[config.mk]
export PLATFORM = sky130hd
export DESIGN_NAME = lsu_trigger_commit_flat
export DESIGN_NICKNAME = d
export VERILOG_FILES = /design/src/rtl/lsu_trigger_commit_pkg.sv /design/src/rtl/lsu_trigger_commit_if.sv /design/src/rtl/lsu_trigger_commit_chain.sv /design/src/rtl/lsu_trigger_commit.sv /design/src/flat_wrapper.sv
export SDC_FILE = /design/constraint.sdc
export NUM_CORES = 1
export LEC_CHECK = 0
export CAP_MARGIN = 20
export CORE_UTILIZATION = 24
export DETAILED_ROUTE_END_ITERATION = 12
export PLACE_DENSITY_LB_ADDON = 0.3
export SYNTH_ARGS = -nofsm -noshare
export SYNTH_HDL_FRONTEND = slang
export SYNTH_SLANG_ARGS = --single-unit
[constraint.sdc]
create_clock -name clk -period 1.4 [get_ports clk]
set_input_delay 0.28 -clock clk [delete_from_list [all_inputs] [get_ports clk]]
set_output_delay 0.28 -clock clk [all_outputs]
set_load 0.01 [all_outputs]
[src/rtl/lsu_trigger_commit_pkg.sv]
// LSU trigger commit: shared types and constants.
// Also reusable by the instruction-trigger path.
package lsu_trigger_commit_pkg;

    localparam int LSU_NUM_TRIG = 4;

    typedef enum logic {
        IDLE = 1'b0,
        HALT = 1'b1
    } trig_fsm_e;

    typedef struct packed {
        logic                    valid;
        logic [LSU_NUM_TRIG-1:0] match;
    } trig_stage_t;

endpackage

[src/rtl/lsu_trigger_commit_if.sv]
// LSU trigger commit: bundle between the LSU/TLU side
// and the commit block (master drives, slave is the block).
interface lsu_trigger_commit_if
    import lsu_trigger_commit_pkg::*;
#(
    parameter int NUM_TRIG = LSU_NUM_TRIG
) ();

    logic [NUM_TRIG-1:0]   lsu_trigger_match_dc3;
    logic                  lsu_pkt_valid_dc3;
    logic                  lsu_freeze_dc3;
    logic                  dec_tlu_flush_lower_wb;
    logic                  lsu_error_dc4;
    logic [NUM_TRIG/2-1:0] trigger_chain;
    logic [NUM_TRIG-1:0]   trigger_action;
    logic                  dec_tlu_trigger_en;
    logic [NUM_TRIG-1:0]   dec_tlu_mhit_clr;
    logic                  dec_tlu_halt_ack;
    logic [NUM_TRIG-1:0]   lsu_trigger_match_dc4;
    logic [NUM_TRIG-1:0]   lsu_trigger_match_dc5;
    logic [NUM_TRIG-1:0]   lsu_trigger_hit;
    logic                  lsu_trigger_bkpt_dc5;
    logic                  lsu_trigger_halt_req;

    modport master (
        output lsu_trigger_match_dc3,
        output lsu_pkt_valid_dc3,
        output lsu_freeze_dc3,
        output dec_tlu_flush_lower_wb,
        output lsu_error_dc4,
        output trigger_chain,
        output trigger_action,
        output dec_tlu_trigger_en,
        output dec_tlu_mhit_clr,
        output dec_tlu_halt_ack,
        input  lsu_trigger_match_dc4,
        input  lsu_trigger_match_dc5,
        input  lsu_trigger_hit,
        input  lsu_trigger_bkpt_dc5,
        input  lsu_trigger_halt_req
    );

    modport slave (
        input  lsu_trigger_match_dc3,
        input  lsu_pkt_valid_dc3,
        input  lsu_freeze_dc3,
        input  dec_tlu_flush_lower_wb,
        input  lsu_error_dc4,
        input  trigger_chain,
        input  trigger_action,
        input  dec_tlu_trigger_en,
        input  dec_tlu_mhit_clr,
        input  dec_tlu_halt_ack,
        output lsu_trigger_match_dc4,
        output lsu_trigger_match_dc5,
        output lsu_trigger_hit,
        output lsu_trigger_bkpt_dc5,
        output lsu_trigger_halt_req
    );

endinterface

[src/rtl/lsu_trigger_commit_chain.sv]
// Pair chaining and qualification of a raw trigger match vector.
// Chained pair (2k,2k+1) survives only when both halves match.
module lsu_trigger_chain
    import lsu_trigger_commit_pkg::*;
#(
    parameter int NUM_TRIG = LSU_NUM_TRIG
) (
    input  logic [NUM_TRIG-1:0]   match_i,
    input  logic [NUM_TRIG/2-1:0] chain_i,
    input  logic                  valid_i,
    input  logic                  en_i,
    output logic [NUM_TRIG-1:0]   match_o
);

    logic [NUM_TRIG-1:0] chained;

    for (genvar k = 0; k < NUM_TRIG/2; k++) begin : g_pair
        logic both;
        assign both             = match_i[2*k] & match_i[2*k+1];
        assign chained[2*k]     = chain_i[k] ? both : match_i[2*k];
        assign chained[2*k+1]   = chain_i[k] ? both : match_i[2*k+1];
    end

    assign match_o = chained & {NUM_TRIG{valid_i & en_i}};

endmodule

[src/rtl/lsu_trigger_commit.sv]
// LSU trigger commit: dc4/dc5 staging, sticky hits,
// breakpoint pulse and held debug-halt request.
module lsu_trigger_commit
    import lsu_trigger_commit_pkg::*;
#(
    parameter int NUM_TRIG = LSU_NUM_TRIG
) (
    input logic                clk,
    input logic                rst_l,
    lsu_trigger_commit_if.slave bus
);

    logic [NUM_TRIG-1:0] match_qual_dc3;
    logic [NUM_TRIG-1:0] dc4_q, dc4_d;
    logic [NUM_TRIG-1:0] dc5_q, dc5_d;
    logic [NUM_TRIG-1:0] hit_q, hit_d;
    logic [NUM_TRIG-1:0] commit_bits;
    logic                commit;
    logic                halt_any;
    logic                bkpt_any;
    logic                bkpt;
    trig_fsm_e           state_q, state_d;

    lsu_trigger_chain #(
        .NUM_TRIG (NUM_TRIG)
    ) u_chain (
        .match_i (bus.lsu_trigger_match_dc3),
        .chain_i (bus.trigger_chain),
        .valid_i (bus.lsu_pkt_valid_dc3),
        .en_i    (bus.dec_tlu_trigger_en),
        .match_o (match_qual_dc3)
    );

    // Stage advance: flush clears, freeze holds, else shift.
    always_comb begin
        dc4_d = dc4_q;
        dc5_d = dc5_q;
        if (bus.dec_tlu_flush_lower_wb) begin
            dc4_d = '0;
            dc5_d = '0;
        end else if (!bus.lsu_freeze_dc3) begin
            dc4_d = match_qual_dc3;
            dc5_d = dc4_q & ~{NUM_TRIG{bus.lsu_error_dc4}};
        end
    end

    // Commit qualification, action split and sticky-hit update.
    always_comb begin
        commit      = (|dc5_q) & ~bus.dec_tlu_flush_lower_wb
                    & ~bus.lsu_freeze_dc3;
        commit_bits = dc5_q & {NUM_TRIG{commit}};
        halt_any    = |(commit_bits & bus.trigger_action);
        bkpt_any    = |(commit_bits & ~bus.trigger_action);
        hit_d       = (hit_q & ~bus.dec_tlu_mhit_clr) | commit_bits;
    end

    // Halt FSM; an outstanding halt masks further bkpt/halt events.
    always_comb begin
        state_d = state_q;
        bkpt    = 1'b0;
        unique case (state_q)
            IDLE: begin
                if (halt_any) begin
                    state_d = HALT;
                end else begin
                    bkpt = bkpt_any;
                end
            end
            HALT: begin
                if (bus.dec_tlu_halt_ack) begin
                    state_d = IDLE;
                end
            end
            default: state_d = IDLE;
        endcase
    end

    // State registers.
    always_ff @(posedge clk or negedge rst_l) begin
        if (!rst_l) begin
            dc4_q   <= '0;
            dc5_q   <= '0;
            hit_q   <= '0;
            state_q <= IDLE;
        end else begin
            dc4_q   <= dc4_d;
            dc5_q   <= dc5_d;
            hit_q   <= hit_d;
            state_q <= state_d;
        end
    end

    assign bus.lsu_trigger_match_dc4 = dc4_q;
    assign bus.lsu_trigger_match_dc5 = dc5_q;
    assign bus.lsu_trigger_hit       = hit_q;
    assign bus.lsu_trigger_bkpt_dc5  = bkpt;
    assign bus.lsu_trigger_halt_req  = (state_q == HALT);

endmodule

[src/flat_wrapper.sv]
// flat-port wrapper written by rule: the top's interface ports become plain ports
module lsu_trigger_commit_flat import lsu_trigger_commit_pkg::*;
#(
    parameter int NUM_TRIG = LSU_NUM_TRIG
)
  (clk, rst_l, bus_lsu_trigger_match_dc3, bus_lsu_pkt_valid_dc3, bus_lsu_freeze_dc3, bus_dec_tlu_flush_lower_wb, bus_lsu_error_dc4, bus_trigger_chain, bus_trigger_action, bus_dec_tlu_trigger_en, bus_dec_tlu_mhit_clr, bus_dec_tlu_halt_ack, bus_lsu_trigger_match_dc4, bus_lsu_trigger_match_dc5, bus_lsu_trigger_hit, bus_lsu_trigger_bkpt_dc5, bus_lsu_trigger_halt_req);
  lsu_trigger_commit_if #(.NUM_TRIG(NUM_TRIG)) bus_i ();
  input logic clk;
  input logic rst_l;
  input wire logic [$bits(bus_i.lsu_trigger_match_dc3)-1:0] bus_lsu_trigger_match_dc3;
  input wire logic [$bits(bus_i.lsu_pkt_valid_dc3)-1:0] bus_lsu_pkt_valid_dc3;
  input wire logic [$bits(bus_i.lsu_freeze_dc3)-1:0] bus_lsu_freeze_dc3;
  input wire logic [$bits(bus_i.dec_tlu_flush_lower_wb)-1:0] bus_dec_tlu_flush_lower_wb;
  input wire logic [$bits(bus_i.lsu_error_dc4)-1:0] bus_lsu_error_dc4;
  input wire logic [$bits(bus_i.trigger_chain)-1:0] bus_trigger_chain;
  input wire logic [$bits(bus_i.trigger_action)-1:0] bus_trigger_action;
  input wire logic [$bits(bus_i.dec_tlu_trigger_en)-1:0] bus_dec_tlu_trigger_en;
  input wire logic [$bits(bus_i.dec_tlu_mhit_clr)-1:0] bus_dec_tlu_mhit_clr;
  input wire logic [$bits(bus_i.dec_tlu_halt_ack)-1:0] bus_dec_tlu_halt_ack;
  output wire logic [$bits(bus_i.lsu_trigger_match_dc4)-1:0] bus_lsu_trigger_match_dc4;
  output wire logic [$bits(bus_i.lsu_trigger_match_dc5)-1:0] bus_lsu_trigger_match_dc5;
  output wire logic [$bits(bus_i.lsu_trigger_hit)-1:0] bus_lsu_trigger_hit;
  output wire logic [$bits(bus_i.lsu_trigger_bkpt_dc5)-1:0] bus_lsu_trigger_bkpt_dc5;
  output wire logic [$bits(bus_i.lsu_trigger_halt_req)-1:0] bus_lsu_trigger_halt_req;
  assign bus_i.lsu_trigger_match_dc3 = bus_lsu_trigger_match_dc3;
  assign bus_i.lsu_pkt_valid_dc3 = bus_lsu_pkt_valid_dc3;
  assign bus_i.lsu_freeze_dc3 = bus_lsu_freeze_dc3;
  assign bus_i.dec_tlu_flush_lower_wb = bus_dec_tlu_flush_lower_wb;
  assign bus_i.lsu_error_dc4 = bus_lsu_error_dc4;
  assign bus_i.trigger_chain = bus_trigger_chain;
  assign bus_i.trigger_action = bus_trigger_action;
  assign bus_i.dec_tlu_trigger_en = bus_dec_tlu_trigger_en;
  assign bus_i.dec_tlu_mhit_clr = bus_dec_tlu_mhit_clr;
  assign bus_i.dec_tlu_halt_ack = bus_dec_tlu_halt_ack;
  assign bus_lsu_trigger_match_dc4 = bus_i.lsu_trigger_match_dc4;
  assign bus_lsu_trigger_match_dc5 = bus_i.lsu_trigger_match_dc5;
  assign bus_lsu_trigger_hit = bus_i.lsu_trigger_hit;
  assign bus_lsu_trigger_bkpt_dc5 = bus_i.lsu_trigger_bkpt_dc5;
  assign bus_lsu_trigger_halt_req = bus_i.lsu_trigger_halt_req;
  lsu_trigger_commit #(.NUM_TRIG(NUM_TRIG)) u_core (.clk(clk), .rst_l(rst_l), .bus(bus_i));
endmodule
==> impl_metrics.yaml <==
synthesis:
  yosysSeqAreaShare: 0.5544
  synth_edf_count: 0
  yosysWarningCount: 0
  ys_ff_latch: 13
  avgSynthCellArea_um2: 10.48
  syn-num-nets: 78
  synthCells: 56
  syn-cell-area_um2: 586.8
  ys.flop_type: "dfrtp_1"
  async_flop_share: 1.000
  synth_cell_type_count: 15
final_layout:
  final_common_cell: "clkdlybuf4s50_1"
  drive_gt1_frac: 0.1619
  fin_area_um2: 1070
  fin_cells: 133
  final_cell_mix: "clkdlybuf4s50_1 (17), dlygate4sd2_1 (13), dfrtp_1 (13)"
  finalNetCount: 128
  antenna_cells: 0
  syn2layout_area_growth_pct: 82.30
setup_path:
  path_cells: "a222oi_1, o2111a_1, buf_6"
  critPathArrivalTime_ps: 1370
  worstPathRequired_ps: 1120
  crit_family: "compound AO/OA/AOI/OAI gates"
  max_stage_delay_ps: 380
  worstSetupStartpointType: "flop"
  r2r_slack_ps: 330
  endpoint_kind: "primary output"
  worst-setup-path-type: "reg2out"
  path_buf_inv: 1
  cp_max_fo: 2
  crit_path_top_delay_cell: "dfrtp_1"
cts:
  ctsHoldBuffers: 0
  cts_max_level: 1
  clkLatencyLatePin_ps: 270
  cts_sinks: 13
  cts_buffers: 3
  clock-root-buffer: "clkbuf_4"
  clock_path_buffers: 2
  path_clk_slew_ps: 80
  cts_tree: "built"
sta:
  finalWorstSetupSlack_ps: -247.5
  post-route-min-period_ps: 1647
  fin_crit_sh: 1.177
  rsz0062_at_grt: "true"
  worst_pin_slew_ps: 322.2
  whs_ps: 315.5
  slew_headroom: 0.7852
  finalMaxSlewViolations: 0
  finalHoldViolCount: 0
  timing.fmax_ghz: 0.6070
  fin_skew_ps: 2.950
  setup_viol: 1
route:
  vias: 634
  wl_um: 1643
  via_per_inst: 4.767
  drt.antenna.violating_nets: 0
  dr.first_iter.drc_count: 9
  wl_per_cell_um: 12.35
  firstDrtPassIters: 4
  post-route-drc-count: 0
die:
  core_um2: 2255
  num_rows: 17
  dieArea_um2: 2647
  pin_count: 36
  start_util: 0.2603
  die_w_um: 51.45
  die_h_um: 51.45
power:
  vdd.ir_drop.worst_uv: 422.1
  total_power_mw: 0.7445
  power_per_cell_area_nw_per_um2: 696.0
  leakagePower_nw: 0.5213
global_route:
  grt-ovfl-total: 0
  grt_pass1_vias: 633
  antenna_found_initial: 0
  grt_first_pass_wirelength_um: 2566
  grt_max_degree: 14
  grt.total_usage: 0.1316
outcome:
  violations: "negative setup slack"
  status: "complete, but fails checks"
placed_design:
  io_buffers: 35
  gp_congestion: 0.7167
  hpwl_um: 1300
  dpl.cell_count: 128
  place_area_um2: 1040
job:
  maxCapViolCount: 0
worst_hold_path:
  hold_path_class: "in2async"
## what timing repair did
action | 4_1_cts | 5_1_grt
pin swaps | 2 | 2
buffers inserted | 1 | 0
setup endpoints to repair | 14 | 3
gates resized for setup | 20 | 5
endpoints found under the hold margin | 0 | 0
## logic make-up (layout without fill, tap and decap cells)
family                 Yosys count  in the layout  synth area share
AOI/OAI and AO/OA               18             18            0.2346
and+or+nand+nor                 17             17            0.1599
DFF                             13             13            0.5544
buffers and inverters            8             57           0.05117
## cell type report
| type | instances | area (um^2) |
|---|---|---|
| Multi-Input combinational cell | 35 | 237.7 |
| Fill cell | 248 | 1185 |
| Clock buffer | 4 | 26.28 |
| Inverter | 8 | 30.03 |
| Timing Repair Buffer | 45 | 415.4 |
| Tap cell | 28 | 35.03 |
| Sequential cell | 13 | 325.3 |
## stage by stage
stage | setup slack, ps | TNS [ps] | utilization
floorplan | 83.27 | 0 | -
finish | -247.5 | -247.5 | 0.4745
CTS | -301.2 | -301.2 | 0.4684
global placement | -692.7 | -1399 | 0.4612
detailed placement | -767.5 | -1636 | 0.4612
global route | -296.0 | -296.0 | 0.4745
## synth_stat cells (all sizes together) (2+ instances only)
master,instances,area [um^2]
a32o,4,40.04
dfrtp,13,325.3
o21ai,4,20.02
nand2,4,15.01
o22ai,2,12.51
nor2,6,30.03
inv,8,30.03
nand2b,5,31.28
a22oi,5,37.54
## path summary, 6_finish.rpt
kind,from,to,cells past startpoint
worst max-delay path,u_core.bus.lsu_trigger_match_dc5[1],bus_lsu_trigger_bkpt_dc5,3
worst min-delay path,rst_l,u_core.bus.lsu_trigger_hit[3],2
worst max register to register,u_core.bus.lsu_trigger_match_dc5[1],u_core.bus.lsu_trigger_halt_req,3
worst min register to register,u_core.bus.lsu_trigger_hit[0],u_core.bus.lsu_trigger_hit[0],2
max in group asynchronous,rst_l,u_core.bus.lsu_trigger_match_dc4[0],2
min in group clk,bus_dec_tlu_flush_lower_wb,u_core.bus.lsu_trigger_match_dc5[3],3
## power by group
group / leakage, nW / switching, mW / internal, mW
sequential: 0.181 / 0.00544 / 0.383
clock: 0.0150 / 0.113 / 0.110
combinational: 0.325 / 0.0499 / 0.0828
total: 0.521 / 0.169 / 0.576
## flip-flops by register name, summed over array words and instances (netlist names)
name	count
u_core.bus.lsu_trigger_hit	4
u_core.bus.lsu_trigger_match_dc4	4
u_core.bus.lsu_trigger_match_dc5	4
u_core.bus.lsu_trigger_halt_req	1
## per-layer routing
layer | GRT usage | vias to the layer above | part of all wire
met1 | 0.1497 | 298 | 0.43
li1 | - | 300 | -
met2 | 0.2381 | 34 | 0.47
met5 | 0 | - | 0
met4 | 0.04054 | 0 | 0.010
met3 | 0.03274 | 2 | 0.088
No activity file was read; power rests on OpenSTA's default activity.
==> patch 1: new RTL, config.mk and constraints unchanged <==
The package constant `LSU_NUM_TRIG` goes from 4 to 8.
--- a/src/rtl/lsu_trigger_commit_pkg.sv
+++ b/src/rtl/lsu_trigger_commit_pkg.sv
@@ -2,7 +2,7 @@
 // Also reusable by the instruction-trigger path.
 package lsu_trigger_commit_pkg;
 
-    localparam int LSU_NUM_TRIG = 4;
+    localparam int LSU_NUM_TRIG = 8;
 
     typedef enum logic {
         IDLE = 1'b0,
Interface: changed (7 resized); port bits go from 36 to 62. No check against the original RTL was run, so the function may have changed too.
==> patch 1 against the unedited design <==
- the flow finishes with violations (design-rule violations, negative setup slack)
- sequential cell count up 12
- setup slack worse by 0.33 ns
- clock power up 96%
- core utilization down 2.8 points
- wire length up 110%
- die area up 92%
- area after synthesis up 97%
- total power up 88%
- cell area up 87%
- highest routed layer unchanged
==> patch 1: results (changes against the unedited design) <==
| Metric | Value |
|---|---|
| RD Place Congestion | `0.913 (was 0.717)` |
| Total GRT Usage | `0.144 (was 0.132)` |
| Status | `complete, but fails checks (unchanged)` |
| Initial DRC count | `42 (was 9)` |
| First-pass GRT wire length | `5690 um (was 2570 um)` |
| Final net count | `236 (was 128)` |
| Slowest stage delay, CP | `0.43 ns (was 0.38 ns)` |
| Delay-heaviest family, CP | `compound AO/OA/AOI/OAI gates (unchanged)` |
| Cts repair resizes | `40 (was 20)` |
| Register area share after synthesis | `0.542 (was 0.554)` |
| Worst hold path type | `input pin to async pin (unchanged)` |
| Setup ws final | `-0.582 ns (was -0.247 ns)` |
| Post-Route WL | `3410 um (was 1640 um)` |
| Most frequent cells after synthesis | `dfrtp_1 (25), inv_1 (16), a22oi_1 (11) (was dfrtp_1 (13), inv_1 (8), a22oi_1 (5), nand2b_1 (5), nor2_1 (5))` |
| Root buf cell | `clkbuf_8 (was clkbuf_4)` |
| Final TNS setup | `-0.681 ns (was -0.247 ns)` |
| Critical Path Slowest Stage Cell | `clkdlybuf4s50_1 (was dfrtp_1)` |
| Fraction of layout cells with a size suffix above 1 | `0.246 (was 0.162)` |
| Clock Latency Late Sink | `~0.28 ns` |
| Pin count of the biggest net entering global routing | `26 (was 14)` |
| Yosys warns | `0 (unchanged)` |
| Max-slew headroom | `0.793 (was 0.785)` |
| Failing checks | `design-rule violations, negative setup slack (was negative setup slack)` |
| H-tree depth | `1 (unchanged)` |
| Ant. Diodes | `0 (unchanged)` |
| Vias in the first global route | `1270 (was 633)` |
| Maximum VDD drop | `0.378 mV (was 0.422 mV)` |
| Via density | `4.69 (was 4.77)` |
| Setup Fix Bufs, Post-CTS | `3 (was 1)` |
| Setup violators final | `2 (was 1)` |
| DP Wirelength | `2650 um (was 1300 um)` |
| Net Sw Frac | `0.234 (was 0.227)` |
| Clock transition at path regs | `0.09 ns` |
| Number of remaining DRC errors | `4 (was 0)` |
| Netlist cell types | `20 (was 15)` |
| Layout Skew | `0.00991 ns (was 0.00295 ns)` |
| Net Count, Synth | `151 (was 78)` |
| Port-buffer cells | `61 (was 35)` |
| LEAKAGE | `0.000929 uW (was 0.000521 uW)` |
| DRT Pass-1 Iters | `8 (was 4)` |
| TritonCTS buffer count | `3 (unchanged)` |
| Main area contributors after synthesis | `dfrtp_1 (54%), a22oi_1 (7.2%), a32o_1 (6.9%) (was dfrtp_1 (55%), a32o_1 (6.8%), a22oi_1 (6.4%))` |
==> patch 1: cell count changes in the layout (fill, tap and decap cells not counted), moves of 4 or more <==
cell / before / now
buf_4: 10 / 24
nand2_1: 4 / 8
o21ai_0: 4 / 10
dfrtp_1: 13 / 22
inv_1: 8 / 16
clkbuf_2: 0 / 7
clkdlybuf4s50_1: 17 / 35
a22oi_1: 5 / 11
a32o_1: 4 / 8
==> patch 1: area by class of cell <==
| class | instances | area, sq um |
|---|---|---|
| Clock buffer | 3 | 41.3 |
| Clock inverter | 1 | 7.51 |
| Fill cell | 427 | 2480 |
| Inverter | 16 | 60.1 |
| Multi-Input combinational cell | 69 | 462 |
| Sequential cell | 25 | 629 |
| Tap cell | 52 | 65.1 |
| Timing Repair Buffer | 85 | 732 |
==> patch 1: per-stage QoR <==
stage	worst slack, ns	std cells	area, sq um
after global placement	-0.872	242	1950
after floorplan	-0.139	115	1160
after detailed placement	-0.952	242	1950
after CTS	-0.586	249	1990
after global routing	-0.670	251	2000
final	-0.582	251	2000
==> patch 1: cell families after synthesis <==
family / after synthesis / share of synthesized area
AOI/OAI and AO/OA: 38 / 0.244
buffers and inverters: 21 / 0.0748
DFF: 25 / 0.542
and+or+nand+nor: 31 / 0.139
==> patch 1: power groups by stage <==
stage | clock, uW | combinational [uW] | sequential [uW]
2_1_floorplan | 0 | 46.5 | 757
3_3_place_gp | 0 | 215 | 753
3_5_place_dp | 0 | 220 | 753
4_1_cts | 451 | 216 | 739
5_1_grt | 484 | 239 | 740
6_report | 439 | 220 | 739
==> patch 1: path summary, 6_finish.rpt <==
check                                                                 from                                               to  slack (ns)  cells past startpoint
hold reg to reg                    u_core.bus.lsu_trigger_hit[6]$_DFF_PN0_          u_core.bus.lsu_trigger_hit[6]$_DFF_PN0_        0.53                      2
max in group asynchronous                                            rst_l  u_core.bus.lsu_trigger_match_dc5[5]$_DFFE_PN0P_        0.78                      2
min in group clk                   u_core.bus.lsu_trigger_hit[6]$_DFF_PN0_          u_core.bus.lsu_trigger_hit[6]$_DFF_PN0_        0.53                      2
setup / recovery                                     bus_trigger_action[4]                         bus_lsu_trigger_bkpt_dc5       -0.58                      6
hold / removal                                                       rst_l  u_core.bus.lsu_trigger_match_dc4[2]$_DFFE_PN0P_        0.37                      2
setup reg to reg           u_core.bus.lsu_trigger_match_dc5[4]$_DFFE_PN0P_        u_core.bus.lsu_trigger_halt_req$_DFF_PN0_        0.01                      5
==> patch 1: per-layer routing <==
metal | routed length [um] | part of all wire | GRT usage | up-vias
met4 | 63 | 0.018 | 0.0622 | 0
met1 | 1510 | 0.44 | 0.185 | 541
met3 | 275 | 0.081 | 0.0366 | 7
met5 | 0 | 0 | 0 | -
li1 | - | - | - | 575
met2 | 1560 | 0.46 | 0.229 | 55
==> patch 2: new RTL, same settings <==
Without the edit above. Make the reset (`rst_l`) synchronous in one clocked block.
--- a/src/rtl/lsu_trigger_commit.sv
+++ b/src/rtl/lsu_trigger_commit.sv
@@ -76,7 +76,7 @@
     end
 
     // State registers.
-    always_ff @(posedge clk or negedge rst_l) begin
+    always_ff @(posedge clk) begin
         if (!rst_l) begin
             dc4_q   <= '0;
             dc5_q   <= '0;
Function: differs if rst_l is asserted again (counterexample within 4 cycles, from zero or initial values and one cycle with rst_l low); with rst_l held inactive, the same outputs for 10 cycles.
==> patch 2 against the unedited design <==
- the flow still finishes with violations (negative setup slack)
- fmax rose by 2.0%
- sequential cell count unchanged
- setup slack improved by 0.032 ns
- count of clock-buffer cells in the layout unchanged
- cell count grew 6.0%
- wire length down 9.4%
- area after synthesis fell by 2.1%
- hold slack better by 0.20 ns
- synthesized cell count rose by 20%
- total power decreased by 6.5%
- cell area fell by 4.2%
- critical endpoint unchanged
- largest cell class unchanged
- highest routed layer is now met3
==> patch 2: results (changes against the unedited design) <==
| Metric | Value |
|---|---|
| Crit path launch | `bus_dec_tlu_flush_lower_wb (was u_core.bus.lsu_trigger_match_dc5[1]$_DFFE_PN0P_)` |
| Sequential share of cell area | `0.256 (was 0.304)` |
| LEAKAGE | `0.000447 uW (was 0.000521 uW)` |
| Signal buffers | `44 (was 45)` |
| Asr flop ratio synth | `0 (was 1.00)` |
| R2r setup slk | `0.37 ns (was 0.33 ns)` |
| #MultiIn Comb | `48 (was 35)` |
| Slowest stage delay, CP | `0.50 ns (was 0.38 ns)` |
| Inverters | `4 (was 8)` |
| Layout clock area frac | `0.0256 (was 0.0246)` |
| Final TNS setup | `-0.215 ns (was -0.247 ns)` |
| Net Count, Synth | `89 (was 78)` |
| Register area share after synthesis | `0.453 (was 0.554)` |
| Main area contributors after synthesis | `dfxtp_1 (45%), nor2b_1 (8.7%), a21oi_1 (7.8%) (was dfrtp_1 (55%), a32o_1 (6.8%), a22oi_1 (6.4%))` |
| Post-synthesis compound-gate area fraction | `0.209 (was 0.235)` |
| Total GRT Usage | `0.126 (was 0.132)` |
| Status | `complete, but fails checks (unchanged)` |
| Most frequent cells after synthesis | `dfxtp_1 (13), a21oi_1 (9), nor2_1 (8), nor2b_1 (8), nand2b_1 (6) (was dfrtp_1 (13), inv_1 (8), a22oi_1 (5), nand2b_1 (5), nor2_1 (5))` |
| Failing checks | `negative setup slack (unchanged)` |
| Met2 Use GR | `0.208 (was 0.238)` |
| Post-DP Area | `1020 sq um (was 1040 sq um)` |
| FILL cells | `242 (was 248)` |
| Delay-heaviest family, CP | `buffers and inverters (was compound AO/OA/AOI/OAI gates)` |
| Setup ws final | `-0.215 ns (was -0.247 ns)` |
| Data buffer area share | `0.386 (was 0.388)` |
| Core Footprint | `2230 sq um (was 2250 sq um)` |
| Met3 WL | `152 um (was 144 um)` |
| Setup Fix Bufs, Post-CTS | `0 (was 1)` |
| Setup violators final | `1 (unchanged)` |
-- patch 2: cell count changes after synthesis, sizes merged, moves of 2 or more --
cell / before / now
nor3b: 0 / 4
dfrtp: 13 / 0
o21ai: 4 / 0
inv: 8 / 4
nand2: 4 / 2
nor2b: 1 / 8
a22oi: 5 / 0
a32o: 4 / 0
nor2: 6 / 9
dfxtp: 0 / 13
a21oi: 0 / 9
a32oi: 0 / 4
-- patch 2: how the worst min path moves through the flow --
stage	to	cells past startpoint
3_3_place_gp	u_core.bus.lsu_trigger_match_dc4[2]$_SDFFE_PP0N_	2
2_1_floorplan	u_core.bus.lsu_trigger_halt_req$_SDFF_PN0_	2
5_1_grt	u_core.bus.lsu_trigger_halt_req$_SDFF_PN0_	4
6_report	u_core.bus.lsu_trigger_match_dc4[3]$_SDFFE_PP0N_	2
3_5_place_dp	u_core.bus.lsu_trigger_match_dc4[3]$_SDFFE_PP0N_	2
4_1_cts	u_core.bus.lsu_trigger_match_dc4[3]$_SDFFE_PP0N_	2
